===== src/rtl/ascon_aead128_pkg.sv =====
// Shared types and widths for the ASCON-AEAD128 job scheduler.
package ascon_aead128_pkg;

  localparam int unsigned BLOCK_W = 128;

  typedef enum logic [2:0] {
    IDLE = 3'd0,
    LOAD = 3'd1,
    AD   = 3'd2,
    DB   = 3'd3,
    TAG  = 3'd4
  } sched_state_e;

endpackage


===== src/rtl/ascon_aead128_sched_rr_arbiter.sv =====
// Combinational round-robin arbiter: first request at or after ptr, wrapping.
module rr_arbiter #(
  parameter int unsigned N = 2
) (
  input  logic [N-1:0]         req,
  input  logic [$clog2(N)-1:0] ptr,
  output logic [N-1:0]         grant,
  output logic [$clog2(N)-1:0] idx,
  output logic                 any
);

  localparam int unsigned IDX_W = $clog2(N);

  // Scan N positions starting at ptr; the first hit wins.
  always_comb begin
    int unsigned       c;
    logic [IDX_W-1:0]  ci;
    grant = '0;
    idx   = '0;
    any   = 1'b0;
    for (int unsigned i = 0; i < N; i++) begin
      c = 32'(ptr) + i;
      if (c >= N) c = c - N;
      ci = IDX_W'(c);
      if (!any && req[ci]) begin
        any       = 1'b1;
        grant[ci] = 1'b1;
        idx       = ci;
      end
    end
  end

endmodule


===== src/rtl/ascon_aead128_sched.sv =====
// Round-robin scheduler sharing one ascon_aead128_core among NUM_REQ requesters.
module ascon_aead128_sched
  import ascon_aead128_pkg::*;
#(
  parameter int unsigned NUM_REQ = 2,
  parameter int unsigned CNT_W   = 8
) (
  input  logic                       clk,
  input  logic                       rst,
  input  logic [NUM_REQ-1:0]         req_valid,
  output logic [NUM_REQ-1:0]         req_ready,
  input  logic [NUM_REQ*128-1:0]     req_key,
  input  logic [NUM_REQ*128-1:0]     req_nonce,
  input  logic [NUM_REQ*CNT_W-1:0]   req_n_ad,
  input  logic [NUM_REQ*CNT_W-1:0]   req_n_db,
  input  logic [NUM_REQ-1:0]         blk_valid,
  output logic [NUM_REQ-1:0]         blk_ready,
  input  logic [NUM_REQ*128-1:0]     blk_data,
  output logic [NUM_REQ-1:0]         rsp_valid,
  output logic                       rsp_tag,
  output logic [127:0]               rsp_data,
  output logic                       busy,
  output logic                       core_start,
  output logic                       core_valid_ad,
  output logic                       core_valid_db_in,
  output logic [127:0]               core_ad,
  output logic [127:0]               core_db,
  output logic [127:0]               core_key,
  output logic [127:0]               core_nonce,
  input  logic                       core_ready,
  input  logic                       core_valid_db_out,
  input  logic                       core_valid_tag,
  input  logic [127:0]               core_dout
);

  localparam int unsigned IDX_W = $clog2(NUM_REQ);

  sched_state_e       state, state_nx;
  logic [IDX_W-1:0]   ptr, owner;
  logic [CNT_W-1:0]   ad_cnt, db_cnt;
  logic [NUM_REQ-1:0] arb_grant;
  logic [IDX_W-1:0]   arb_idx;
  logic               arb_any;
  logic [CNT_W-1:0]   sel_n_ad, sel_n_db;
  logic [BLOCK_W-1:0] owner_blk;
  logic               owner_valid;
  logic               xfer;

  rr_arbiter #(.N(NUM_REQ)) u_arb (
    .req   (req_valid),
    .ptr   (ptr),
    .grant (arb_grant),
    .idx   (arb_idx),
    .any   (arb_any)
  );

  assign sel_n_ad    = req_n_ad[CNT_W*arb_idx +: CNT_W];
  assign sel_n_db    = req_n_db[CNT_W*arb_idx +: CNT_W];
  assign owner_blk   = blk_data[BLOCK_W*owner +: BLOCK_W];
  assign owner_valid = blk_valid[owner];
  assign xfer        = owner_valid && core_ready;

  // Next state, core sequencing, block handshake and response routing.
  always_comb begin
    state_nx         = state;
    req_ready        = '0;
    blk_ready        = '0;
    rsp_valid        = '0;
    rsp_tag          = 1'b0;
    rsp_data         = '0;
    busy             = (state != IDLE);
    core_start       = 1'b0;
    core_valid_ad    = 1'b0;
    core_valid_db_in = 1'b0;
    core_ad          = (state != IDLE) ? owner_blk : '0;
    core_db          = (state != IDLE) ? owner_blk : '0;
    case (state)
      IDLE: begin
        if (arb_any) begin
          req_ready = arb_grant;
          state_nx  = LOAD;
        end
      end
      LOAD: begin
        core_start = 1'b1;
        state_nx   = (ad_cnt != '0) ? AD : DB;
      end
      AD: begin
        core_valid_ad    = owner_valid;
        blk_ready[owner] = core_ready;
        if (xfer && ad_cnt == CNT_W'(1)) state_nx = DB;
      end
      DB: begin
        core_valid_db_in = owner_valid;
        core_start       = (db_cnt != CNT_W'(1));
        blk_ready[owner] = core_ready;
        if (xfer && db_cnt == CNT_W'(1)) state_nx = TAG;
      end
      default: ;
    endcase
    if (state != IDLE) begin
      if (core_valid_tag) begin
        rsp_valid[owner] = 1'b1;
        rsp_tag          = 1'b1;
        rsp_data         = core_dout;
        state_nx         = IDLE;
      end else if (core_valid_db_out) begin
        rsp_valid[owner] = 1'b1;
        rsp_data         = core_dout;
      end
    end
  end

  // State, job descriptor latch, block counters and round-robin pointer.
  always_ff @(posedge clk) begin
    if (rst) begin
      state      <= IDLE;
      ptr        <= '0;
      owner      <= '0;
      ad_cnt     <= '0;
      db_cnt     <= '0;
      core_key   <= '0;
      core_nonce <= '0;
    end else begin
      state <= state_nx;
      if (state == IDLE && arb_any) begin
        owner      <= arb_idx;
        core_key   <= req_key[BLOCK_W*arb_idx +: BLOCK_W];
        core_nonce <= req_nonce[BLOCK_W*arb_idx +: BLOCK_W];
        ad_cnt     <= sel_n_ad;
        db_cnt     <= (sel_n_db == '0) ? CNT_W'(1) : sel_n_db;
      end
      if (state == AD && xfer) ad_cnt <= ad_cnt - CNT_W'(1);
      if (state == DB && xfer) db_cnt <= db_cnt - CNT_W'(1);
      if (state != IDLE && core_valid_tag)
        ptr <= (32'(owner) == NUM_REQ - 1) ? '0 : owner + IDX_W'(1);
    end
  end

endmodule


===== config.mk =====
export PLATFORM = sky130hd
export DESIGN_NAME = ascon_aead128_sched
export DESIGN_NICKNAME = d
export VERILOG_FILES = /design/src/rtl/ascon_aead128_pkg.sv /design/src/rtl/ascon_aead128_sched_rr_arbiter.sv /design/src/rtl/ascon_aead128_sched.sv
export SDC_FILE = /design/constraint.sdc
export NUM_CORES = 1
export LEC_CHECK = 0
export ABC_AREA = 1
export BUFFER_PORTS_ARGS = -buffer_cell sky130_fd_sc_hd__buf_2
export CORE_AREA = 2 2 621 623
export DETAILED_ROUTE_END_ITERATION = 7
export DIE_AREA = 0 0 623 625
export PLACE_DENSITY_LB_ADDON = 0.1
export SYNTH_ARGS = -nofsm -noshare
export SYNTH_HDL_FRONTEND = slang
export SYNTH_SLANG_ARGS = --single-unit

===== constraint.sdc =====
create_clock -name clk -period 2.2 [get_ports clk]
set_input_delay 0.66 -clock clk [delete_from_list [all_inputs] [get_ports clk]]
set_output_delay 0.66 -clock clk [all_outputs]
set_load 0.005 [all_outputs]

==> flow_summary.yaml <==
placement:
  place_area_um2: 30700
  portBuffers: 1587
  pre_cts_ws_ps: -1160
  gp_congestion: 0.970
  dpl.hpwl_mm: 206
global_routing:
  grt_pass1_wl_mm: 293
  use_met1_pct: 13.1
  antenna_found_initial: 270
  use_met2_pct: 21.3
  busiest_layer: "met2"
  grt_pass1_vias: 24300
  grtUsageMet3_pct: 3.56
  grt_overflow: 0
  grt_util_all_layers_pct: 11.7
  grt_start_max_net_pins: 99
floorplan:
  fp.dieW_um: 623
  io_pins: 1588
  fp-row-count: 228
  core_area_um2: 384000
  start_util_pct: 4.14
  die-area_um2: 389000
  die_height_um: 625
synthesis:
  ys_dominant_reg_cell: "dfxtp_1"
  muxShareOfSynthArea_pct: 0
  postSynthCellCount: 2417
  synth_edf_count: 0
  synth_nets: 3359
  synth-xor-area-share_pct: 0.110
  synth.ff_latch_count: 277
  avgSynthCellArea_um2: 6.57
  synth_top_family_by_area: "compound AO/OA/AOI/OAI gates"
  async_flop_share_pct: 0
  syn-cell-area_um2: 15900
  ys_seq_area_share_pct: 34.9
  synth-simple-area-share_pct: 17.3
  synth_compound_area_share_pct: 31.3
  synthAdderAreaFrac_pct: 0.394
  yosysWarningCount: 0
  synth_cell_type_count: 32
job:
  maxCapViolations: 0
finish:
  final_area_um2: 34400
  final_cell_mix: "buf_2 (1521), a21oi_1 (522), nand2_1 (447), dfxtp_1 (271), o21ai_0 (267)"
  syn2layout_area_growth_pct: 117
  layout_commonest_cell: "buf_2"
  drive_above_1_share_pct: 52.7
  fin_nets: 4917
drt:
  wl_per_cell_um: 26.3
  antenna_left: 0
  first_pass_iters: 5
  drc: 0
  via_per_inst: 2.72
  drt_wl_total_mm: 240
  num_vias: 24800
  drtIter0Drc: 1331
power:
  swShare_pct: 40.4
  p_leak_nw: 15.8
  sequentialPowerShare_pct: 24.6
  internal_power_mw: 14.8
  ir_drop_v: 0.000639
  power.share.combinational_pct: 40.7
  power_switching_mw: 10.1
  p_clk_share_pct: 34.7
  p_per_area_nw_per_um2: 722
worst_setup_path:
  cp-start-kind: "flop"
  cpMostUsedCell: "buf_12"
  crit_slowest_cell: "dfxtp_2"
  critPathKind: "reg -> out"
  cp_cell_sequence: "inv_2, nand3_4, buf_4, buf_12, nand2_1, buf_12, nor2_4, buf_6"
  critPathMaxFanout: 6
  slowest_delay_ps: 340
  worstPathRequired_ps: 1540
  worst_ep_arrival_time_ps: 2350
  crit_path_end_kind: "output pin"
sta:
  fin_ws_ps: -813
  hold_viol_final: 0
  worst_pin_slew_ps: 676
  period_share_pct: 137
  slew_violations: 0
  clock_skew_ps: 52.6
  period_minus_slack_ps: 3010
  fmax_ghz: 0.332
  maxSlewHeadroom_pct: 54.6
  final.setup.tns_ps: -261930
  rsz0062_at_grt: "yes"
  setup_viol: 408
clock_network:
  clock_latency_ps: 710
  cts_buffer_depth: 3
  cts_tree: "done"
  cts_root_buf: "clkbuf_16"
  htreeDepth: 2
  path_clk_slew_ps: 80
  cts_made_buffers: 50
  numClockSinks: 277
  cts_hold_buf: 0
hold_path:
  hold_path.class: "in -> reg"
outcome:
  violations: "setup timing"
  outcome: "finished with violations"
-- stage by stage --
stage               hold WS [ps]  power [mW]  instances  utilization, %
finish                       183        24.9       9113            8.98
CTS                         60.2        25.7       9072            8.85
floorplan                    447        9.49       2417               -
global route                 110        26.4       9085            8.96
global placement             485        15.8       8944            8.01
detailed placement           484        15.6       8944            8.01
-- cell usage after synthesis, types with 2 or more instances --
cell      number  area, um2
inv_2          4       15.0
o21a_1         2       15.0
a22oi_1      128        961
buf_4        132        991
xor2_1         2       17.5
nand3b_1       5       37.5
a21oi_1      522       2610
o21ai_1        2       10.0
inv_1        168        631
clkbuf_1      77        289
buf_1         12       45.0
ha_1           5       62.6
nor2_1       169        634
o211ai_1       2       15.0
or2_2          2       12.5
nor3_1         9       45.0
nand2_1      476       1790
o21ai_0      267       1340
dfxtp_1      277       5550
clkinv_1       2       7.51
nand3_1       33        165
buf_2        111        556
-- path summary, 6_finish.rpt --
path | slack (ps) | cells after the start | from | endpoint
setup / recovery | -810 | 8 | state[1] | rsp_data[8]
hold / removal | 180 | 3 | req_key[190] | core_key[62]
setup reg to reg | -130 | 9 | state[1] | core_nonce[48]
hold reg to reg | 490 | 2 | db_cnt[6] | db_cnt[6]
-- timing repair --
| item | in CTS | in global routing |
|---|---|---|
| pin swaps | 26 | 16 |
| setup endpoints to repair | 435 | 641 |
| setup buffers | 24 | 7 |
| resized for setup | 274 | 123 |
| gates cloned | 14 | 1 |
-- sequential cells by signal, summed over array words and instances (netlist names) --
signal and flops:
db_cnt 8, core_nonce 128, ad_cnt 8, owner 1
ptr 1, core_key 128, state 3
-- power groups by stage --
stage          Combinational [mW]  Clock (mW)  Sequential [mW]
3_3_place_gp                 9.54           0             6.23
4_1_cts                      10.3        9.23             6.13
6_report                     10.1        8.63             6.12
3_5_place_dp                 9.43           0             6.22
2_1_floorplan                3.26           0             6.23
5_1_grt                      10.9        9.29             6.21
-- worst max-delay path, delay by kind of cell (launching register included) --
kind / cells / cell delay, ps
flip-flops: 1 / 340
AND/OR/NAND/NOR: 3 / 580
buffers and inverters: 5 / 650
-- logic make-up after synthesis --
logic type | after synthesis
XOR/XNOR | 2
AND/OR/NAND/NOR | 700
flip-flops | 277
buffers and inverters | 507
AO/OA/AOI/OAI | 926
adder cells (fa/ha/maj) | 5
-- cell type report --
class | instances | area (um2)
Antenna cell | 37 | 92.6
Multi-Input combinational cell | 1633 | 8470
Clock inverter | 16 | 238
Clock buffer | 77 | 1460
Inverter | 174 | 676
Fill cell | 45300 | 349000
Tap cell | 5060 | 6330
Timing Repair Buffer | 1839 | 11600
Sequential cell | 277 | 5560
-- metal layers --
layer	share of wire [%]	up-vias	routed length, um
met4	3.8	94	9030
met1	39	11600	93500
met5	0.25	-	609
met3	6.8	574	16200
li1	-	11100	-
met2	50	1334	120000
No activity file was read; power rests on OpenSTA's default activity.
